===== src/rtl/booth_operand_sequencer.sv =====
// Operand FIFO and load/wait/collect sequencer wrapped around a radix-2 Booth multiplier.
// Optional feature: define BOOTH_SEQ_ZERO_BYPASS_EN to short-circuit pairs with a zero operand.
`timescale 1ns/1ps
module booth_operand_sequencer #(
  parameter int OPW        = 4,
  parameter int FIFO_DEPTH = 4,
  parameter int TIMEOUT    = 15
) (
  input  logic             clk,
  input  logic             reset,
  input  logic             op_valid,
  output logic             op_ready,
  input  logic [OPW-1:0]   op_a,
  input  logic [OPW-1:0]   op_b,
  output logic             mult_load,
  output logic [OPW-1:0]   mult_multiplicand,
  output logic [OPW-1:0]   mult_multiplier,
  input  logic [2*OPW-1:0] mult_product,
  input  logic             mult_done,
  output logic             res_valid,
  input  logic             res_ready,
  output logic [2*OPW-1:0] res_data,
  output logic             res_err,
  output logic             busy
);
  localparam int AW = (FIFO_DEPTH > 1) ? $clog2(FIFO_DEPTH) : 1;
  localparam int CW = $clog2(TIMEOUT + 1);
  localparam logic [AW:0]   FULL_CNT = (AW+1)'(FIFO_DEPTH);
  localparam logic [CW-1:0] TO_LAST  = CW'(TIMEOUT - 1);

  typedef enum logic [1:0] {
    S_IDLE = 2'd0,
    S_LOAD = 2'd1,
    S_WAIT = 2'd2,
    S_HOLD = 2'd3
  } state_t;

  state_t           state_r;
  state_t           state_next_s;
  logic [2*OPW-1:0] fifo_mem_r [FIFO_DEPTH];
  logic [AW-1:0]    wr_ptr_r;
  logic [AW-1:0]    rd_ptr_r;
  logic [AW:0]      count_r;
  logic [2*OPW-1:0] head_s;
  logic             empty_s;
  logic             full_s;
  logic             push_s;
  logic             pop_s;
  logic [CW-1:0]    wait_cnt_r;
  logic             cap_done_s;
  logic             cap_timeout_s;
  logic             cap_zero_s;
  logic             load_next_s;
  logic             valid_next_s;
  logic             mult_load_r;
  logic             res_valid_r;
  logic             res_err_r;
  logic [2*OPW-1:0] res_data_r;
  logic [OPW-1:0]   opa_r;
  logic [OPW-1:0]   opb_r;

  assign empty_s = (count_r == {(AW+1){1'b0}});
  assign full_s  = (count_r == FULL_CNT);
  assign push_s  = op_valid & ~full_s;
  assign head_s  = fifo_mem_r[rd_ptr_r];

  // FSM state register
  always_ff @(posedge clk) begin
    if (reset) begin
      state_r <= S_IDLE;
    end else begin
      state_r <= state_next_s;
    end
  end

  // FSM next-state and pop/capture decisions
  always_comb begin
    state_next_s  = state_r;
    pop_s         = 1'b0;
    cap_done_s    = 1'b0;
    cap_timeout_s = 1'b0;
    cap_zero_s    = 1'b0;
    case (state_r)
      S_IDLE: begin
        if (!empty_s) begin
          pop_s = 1'b1;
`ifdef BOOTH_SEQ_ZERO_BYPASS_EN
          if ((head_s[2*OPW-1:OPW] == {OPW{1'b0}}) || (head_s[OPW-1:0] == {OPW{1'b0}})) begin
            cap_zero_s   = 1'b1;
            state_next_s = S_HOLD;
          end else begin
            state_next_s = S_LOAD;
          end
`else
          state_next_s = S_LOAD;
`endif
        end else begin
          state_next_s = S_IDLE;
        end
      end
      S_LOAD: state_next_s = S_WAIT;
      S_WAIT: begin
        // done is stale in the first WAIT cycle (multiplier just restarted)
        if (wait_cnt_r == {CW{1'b0}}) begin
          state_next_s = S_WAIT;
        end else if (mult_done) begin
          cap_done_s   = 1'b1;
          state_next_s = S_HOLD;
        end else if (wait_cnt_r == TO_LAST) begin
          cap_timeout_s = 1'b1;
          state_next_s  = S_HOLD;
        end else begin
          state_next_s = S_WAIT;
        end
      end
      S_HOLD: begin
        if (res_ready) begin
          if (!empty_s) begin
            pop_s        = 1'b1;
            state_next_s = S_LOAD;
          end else begin
            state_next_s = S_IDLE;
          end
        end else begin
          state_next_s = S_HOLD;
        end
      end
      default: state_next_s = S_IDLE;
    endcase
  end

  // FSM outputs, computed one cycle ahead so they can be registered
  always_comb begin
    load_next_s  = (state_next_s == S_LOAD);
    valid_next_s = (state_next_s == S_HOLD);
  end

  // Registered outputs, operand latch, timeout counter and result capture
  always_ff @(posedge clk) begin
    if (reset) begin
      mult_load_r <= 1'b0;
      res_valid_r <= 1'b0;
      res_err_r   <= 1'b0;
      res_data_r  <= {(2*OPW){1'b0}};
      opa_r       <= {OPW{1'b0}};
      opb_r       <= {OPW{1'b0}};
      wait_cnt_r  <= {CW{1'b0}};
    end else begin
      mult_load_r <= load_next_s;
      res_valid_r <= valid_next_s;
      if (pop_s && load_next_s) begin
        opa_r <= head_s[2*OPW-1:OPW];
        opb_r <= head_s[OPW-1:0];
      end
      if (state_r == S_WAIT) begin
        wait_cnt_r <= wait_cnt_r + CW'(1);
      end else begin
        wait_cnt_r <= {CW{1'b0}};
      end
      if (cap_done_s) begin
        res_data_r <= mult_product;
        res_err_r  <= 1'b0;
      end else if (cap_timeout_s) begin
        res_data_r <= {(2*OPW){1'b0}};
        res_err_r  <= 1'b1;
      end else if (cap_zero_s) begin
        res_data_r <= {(2*OPW){1'b0}};
        res_err_r  <= 1'b0;
      end
    end
  end

  // FIFO storage; contents are don't-care outside the valid pointer window
  always_ff @(posedge clk) begin
    if (push_s) begin
      fifo_mem_r[wr_ptr_r] <= {op_a, op_b};
    end
  end

  // FIFO pointers and occupancy
  always_ff @(posedge clk) begin
    if (reset) begin
      wr_ptr_r <= {AW{1'b0}};
      rd_ptr_r <= {AW{1'b0}};
      count_r  <= {(AW+1){1'b0}};
    end else begin
      if (push_s) begin
        wr_ptr_r <= wr_ptr_r + AW'(1);
      end
      if (pop_s) begin
        rd_ptr_r <= rd_ptr_r + AW'(1);
      end
      case ({push_s, pop_s})
        2'b10:   count_r <= count_r + (AW+1)'(1);
        2'b01:   count_r <= count_r - (AW+1)'(1);
        default: count_r <= count_r;
      endcase
    end
  end

  assign op_ready          = ~full_s;
  assign mult_load         = mult_load_r;
  assign mult_multiplicand = opa_r;
  assign mult_multiplier   = opb_r;
  assign res_valid         = res_valid_r;
  assign res_data          = res_data_r;
  assign res_err           = res_err_r;
  assign busy              = (state_r != S_IDLE) | ~empty_s;

endmodule

===== config.mk =====
export PLATFORM = sky130hd
export DESIGN_NAME = booth_operand_sequencer
export DESIGN_NICKNAME = d
export VERILOG_FILES = /design/src/rtl/booth_operand_sequencer.sv
export SDC_FILE = /design/constraint.sdc
export NUM_CORES = 1
export LEC_CHECK = 0
export BUFFER_PORTS_ARGS = -buffer_cell sky130_fd_sc_hd__buf_2
export CAP_MARGIN = 20
export CORE_MARGIN = 1
export CORE_UTILIZATION = 56
export CTS_CLUSTER_SIZE = 30
export DETAILED_ROUTE_END_ITERATION = 12
export PLACE_DENSITY = 0.79
export SETUP_SLACK_MARGIN = 0.02
export SLEW_MARGIN = 20
export SYNTH_ARGS = -nofsm -noshare
export SYNTH_HDL_FRONTEND = slang
export SYNTH_SLANG_ARGS = --single-unit

===== constraint.sdc =====
create_clock -name clk -period 3.2 [get_ports clk]
set_input_delay 0.96 -clock clk [delete_from_list [all_inputs] [get_ports clk]]
set_output_delay 0.96 -clock clk [all_outputs]
set_load 0.005 [all_outputs]

==> flow_summary.yaml, run 1 <==
pwr:
  leakage_nw: 1.19
  ir_drop_uv: 459
  power_density_nw_per_um2: 845
sta:
  fin_crit_ns: 2.46
  drv_slew: 0
  rsz0062_at_grt: "false"
  post-route-period-util: 0.769
  skew_ns: 0.00928
  tns_ns: 0
  finalSetupViolations: 0
  relSlewSlack: 0.603
  fmax_ghz: 0.406
  hold_violations: 0
  worst_pin_slew_ns: 0.595
clock_tree:
  h-tree-depth: 3
  clock_path_buffers: 2
  cts_tree: "done"
  cts_root_buffer: "clkbuf_8"
  path_clk_slew_ns: 0.06
  clock_sinks: 64
  post_cts_buffers: 0
  cts_made_buffers: 9
  cts_resized: 0
  cts_hold_buf: 0
  clk-insertion-delay-late_ns: 0.33
place:
  port_buffers: 41
  hpwl_um: 3300
  gp_congestion: 0.785
synthesis:
  synth_compound_area_frac: 0.122
  synthSimpleGateAreaFrac: 0.102
  syn-cell-area_um2: 2720
  ys.warnings.count: 0
  ys_types: 43
  synthArstFlopShare: 0
  avgSynthCellArea_um2: 12.9
  synth_top_family_by_area: "compound AO/OA/AOI/OAI gates"
  synth.area.mux_share: 0.0699
  netlist_instances: 211
  ys_ff_latch: 64
  synth_nets: 245
  synth-xor-area-share: 0.0225
  synth_fa_ha_area_frac: 0.0625
  synth_ff_type: "edfxtp_1"
  synth_edf_count: 32
  seq_area_frac_synth: 0.588
grt:
  grt_max_degree: 28
  grt_pass1_wl_um: 7960
  grtUsageTotal: 0.208
  grt_pass1_vias: 1758
  antenna_found_initial: 0
  grt_overflow: 0
final_layout:
  layout.nets: 290
  syn2layout_area_growth_pct: 15.6
  drive_gt1_frac: 0.295
  final_core_util: 0.671
  num_antenna_cells: 0
detailed_routing:
  postRouteAntennaNets: 0
  via_count: 1755
  wl_per_cell_um: 15.2
  drtIter0Drc: 74
  drc_errors: 2
  dr.pass1.iters: 8
  viasPerCell: 5.57
  routed_wl_um: 4800
worst_setup_path:
  rr_worst_depth: 10
  critPathLaunchType: "input pin"
  worstSetupPathType: "in -> reg"
  crit_fanout: 10
  required_ns: 3.46
  endpoint_kind: "register"
  r2r-start: "state_r[1]"
  r2r_end: "count_r[2]"
  arrival_ns: 2.72
  r2r_slack_ns: 0.80
worst_hold_path:
  hold_depth: 1
  hp-start: "wait_cnt_r[0]"
  hold_class: "reg -> reg"
  holdPathEnd: "wait_cnt_r[0]"
run_status:
  status: "complete, but fails checks"
  violations: "design-rule violations"
floorplanning:
  fp.dieW_um: 71.7
  die_area_um2: 5140
  coreArea_um2: 4690
  ios: 42
  row_count: 25
  start_util: 0.580
  die_y_um: 71.7
flow_run:
  maxCapViolations: 0
==> cell usage after synthesis, types with 2 or more instances <==
cell type / instances / area share
o31ai_1: 8 / 0.022
nand2_1: 12 / 0.017
clkbuf_1: 3 / 0.0041
a311oi_1: 2 / 0.0064
or3_1: 2 / 0.0046
nor2_1: 11 / 0.015
a21oi_2: 2 / 0.0064
inv_2: 2 / 0.0028
edfxtp_1: 32 / 0.35
nand4_1: 8 / 0.018
and3_1: 5 / 0.011
o21ai_0: 9 / 0.017
buf_2: 3 / 0.0055
xnor2_1: 5 / 0.016
a21oi_1: 20 / 0.037
xor2_1: 2 / 0.0064
mux4_2: 8 / 0.066
dfxtp_1: 32 / 0.24
nand2_2: 2 / 0.0046
inv_1: 9 / 0.012
ha_1: 12 / 0.055
==> kinds of logic (layout without fill, tap and decap cells) <==
family	after synthesis	in the layout
flops	64	64
simple gates	50	50
compound gates	48	48
buf+inv	20	70
fa+ha+maj	13	13
mux	9	9
xor+xnor	7	7
==> placed cells by master (no fill, tap or decap), types with 9 or more instances in the layout <==
master / count
buf_2: 41
dfxtp_1: 32
edfxtp_1: 32
a21oi_1: 20
nand2_1: 12
ha_1: 12
nor2_1: 11
inv_1: 9
o21ai_0: 9
clkbuf_8: 9
==> final cells by class <==
cell class	instances	area (um2)
Inverter	12	47.5
Fill cell	376	1550
Sequential cell	64	1600
Clock inverter	6	60.1
Multi-Input combinational cell	127	1030
Clock buffer	10	128
Tap cell	54	67.6
Timing Repair Buffer	42	213
==> stage by stage <==
stage | power (mW) | hold WS [ns] | setup slack, ns | cells | area, um2
2_1_floorplan | 1.79 | 0.430 | 0.551 | 211 | 2720
3_3_place_gp | 1.99 | 0.443 | 0.462 | 299 | 2960
3_5_place_dp | 2.02 | 0.453 | 0.428 | 299 | 2960
4_1_cts | 2.68 | 0.469 | 0.758 | 315 | 3150
5_1_grt | 2.82 | 0.497 | 0.632 | 315 | 3150
6_report | 2.66 | 0.458 | 0.740 | 315 | 3150
==> critical path, stage by stage <==
cell,delay (ns)
buf_2,0.13
a21oi_1,0.17
or3_1,0.19
inv_4,0.08
ha_1,0.22
fa_1,0.39
xnor2_1,0.14
or3_1,0.30
a21oi_1,0.14
==> registers in the layout (all words and copies together), names as in the netlist, 2 cells and up <==
| register | cells |
|---|---|
| mult_multiplier | 4 |
| rd_ptr_r | 2 |
| wait_cnt_r | 4 |
| count_r | 3 |
| fifo_mem_r | 32 |
| state_r | 2 |
| res_data | 8 |
| mult_multiplicand | 4 |
| wr_ptr_r | 2 |
==> metal layers <==
layer	GRT usage	up-vias	routed length, um
met3	0.0745	2	255
met4	0.0719	0	19
li1	-	875	-
met1	0.237	831	2000
met5	0	-	0
met2	0.363	47	2520
==> power breakdown <==
group | total [mW] | internal (mW) | switching, mW | leakage [nW]
registers | 1.11 | 1.00 | 0.103 | 0.554
logic | 0.909 | 0.375 | 0.534 | 0.549
clock network | 0.642 | 0.354 | 0.288 | 0.0836
total | 2.66 | 1.73 | 0.925 | 1.19
==> worst max path at each step <==
| stage | start | endpoint | slack (ns) |
|---|---|---|---|
| floorplan | res_ready | count_r[2] | 0.55 |
| global route | res_ready | count_r[2] | 0.63 |
| CTS | res_ready | count_r[2] | 0.76 |
| detailed placement | res_ready | count_r[2] | 0.43 |
| global placement | res_ready | count_r[2] | 0.46 |
| finish | res_ready | count_r[2] | 0.74 |
Power figures use the tool's default switching activity.
==> inputs of run 2 (changes only) <==
clock period = 2.4 ns   (was 3.2 ns; I/O delays follow)
==> flow_summary.yaml, run 2 (synthesis results as in run 1) <==
run_status:
  status: "complete, no violations"
place:
  dp.cells: 303
  post_dp_cell_area_um2: 2990
  dpl_worst_slack_ns: -0.0448
  hpwl_um: 3260
  gp_congestion: 0.776
  port_buffers: 41
final_layout:
  final_cell_mix: "41 x buf_2, 32 x edfxtp_1, 31 x dfxtp_1, 19 x a21oi_1"
  multi_input_area_um2: 1040
  fill_cells: 327
  num_antenna_cells: 0
  largest_reg_flops: 32
  regMostFlops: "fifo_mem_r"
  drive_gt1_frac: 0.325
  layout.nets: 294
  regArea_um2: 1600
  final_common_cell: "buf_2"
  syn2layout_area_growth_pct: 19.1
  instances_no_fill: 319
  fin_area_um2: 3240
clock_tree:
  cts_tree: "done"
  clock_sinks: 64
  cts_made_buffers: 9
  path_clk_slew_ns: 0.07
  clock_path_buffers: 2
  h-tree-depth: 3
  cts_hold_buf: 0
  cts_resized: 0
  clk-insertion-delay-late_ns: 0.33
  post_cts_buffers: 0
  cts_root_buffer: "clkbuf_8"
detailed_routing:
  dr.pass1.iters: 4
  viasPerCell: 5.65
  routed_wl_um: 4800
  postRouteAntennaNets: 0
  drtIter0Drc: 108
  drc_errors: 0
  wl_per_cell_um: 15.1
  via_count: 1801
worst_setup_path:
  crit_fanout: 3
  critPathLaunchType: "register"
  arrival_ns: 2.48
  required_ns: 2.67
  endpoint_kind: "register"
  crit_chain: "inv_1 > ha_1 > a21oi_2 > or3_4 > inv_4 > ha_1 > fa_1 > xnor2_1 > or3_1 > a21oi_1"
  cp.buffers_inverters: 2
  worstSetupPathType: "reg -> reg"
  crit_family: "adder cells"
  max_stage_delay_ns: 0.38
  crit_path_top_delay_cell: "fa_1"
  cp_common_cell: "ha_1"
pwr:
  leakage_nw: 1.24
  ir_drop_uv: 753
  power_density_nw_per_um2: 1190
floorplanning:
  row_count: 25
  fp.dieW_um: 71.7
  ios: 42
  die_y_um: 71.7
  coreArea_um2: 4690
  die_area_um2: 5140
  start_util: 0.580
grt:
  grt_max_degree: 28
  grt_pass1_wl_um: 7940
  grt_pass1_vias: 1732
  antenna_found_initial: 0
  grtUsageTotal: 0.208
  grt_overflow: 0
sta:
  fin_ws_ns: 0.183
  tns_ns: 0
  finalSetupViolations: 0
  relSlewSlack: 0.584
  rsz0062_at_grt: "false"
  skew_ns: 0.00407
  worst_pin_slew_ns: 0.623
  drv_slew: 0
  hold_violations: 0
  post-route-period-util: 0.924
  fmax_ghz: 0.451
  fin_crit_ns: 2.22
worst_hold_path:
  hold_class: "reg -> reg"
flow_run:
  maxCapViolations: 0
## run 2: cell count changes in the layout (fill, tap and decap cells not counted)
cell	change
a21oi_1	-1
a21oi_2	+1
buf_4	+4
bufinv_16	+2
clkbuf_1	-1
clkinv_1	-1
clkinv_4	+1
clkinvlp_4	-2
dfxtp_1	-1
dfxtp_2	+1
inv_6	+1
or3_1	-1
or3_4	+1
## run 2: area by class of cell
cell class | instances | area share
flip-flops and latches | 64 | 0.494
multi-input cells | 127 | 0.320
repair buffers | 46 | 0.0749
clock buffers | 9 | 0.0382
clock inverters | 7 | 0.0367
well taps | 54 | 0.0208
inverters | 12 | 0.0147
## run 2: worst reg2reg max path, stage by stage (launching register included)
cell	delay (ns)
dfxtp_1	0.36
inv_1	0.09
ha_1	0.23
a21oi_2	0.13
or3_4	0.15
inv_4	0.03
ha_1	0.19
fa_1	0.38
xnor2_1	0.14
or3_1	0.31
a21oi_1	0.14
## run 2: final timing paths
check / startpoint / end / slack (ns) / cells past startpoint
worst max-delay path: state_r[0] / count_r[2] / 0.18 / 10
worst min-delay path: wait_cnt_r[0] / wait_cnt_r[0] / 0.46 / 1
worst max register to register: state_r[0] / count_r[2] / 0.18 / 10
worst min register to register: wait_cnt_r[0] / wait_cnt_r[0] / 0.46 / 1
## run 2: metal layers
metal / global-route usage / part of all wire / wire, um / up-vias
li1: - / - / - / 887
met1: 0.256 / 0.46 / 2190 / 856
met2: 0.339 / 0.48 / 2310 / 49
met3: 0.0563 / 0.043 / 208 / 9
met4: 0.102 / 0.020 / 95 / 0
met5: 0 / 0 / 0 / -
## run 2: stage by stage
stage	hold slack, ns	total power [mW]	util
finish	0.462	3.86	0.691
global route	0.490	4.09	0.691
CTS	0.469	3.86	0.689
detailed placement	0.453	2.74	0.637
global placement	0.445	2.71	0.637
floorplan	0.430	2.40	-
## run 2: where the power goes
part | switching [mW] | total (mW) | internal (mW)
sequential | 0.130 | 1.47 | 1.34
combinational | 0.723 | 1.28 | 0.562
clock | 0.413 | 1.10 | 0.691
total | 1.27 | 3.86 | 2.59
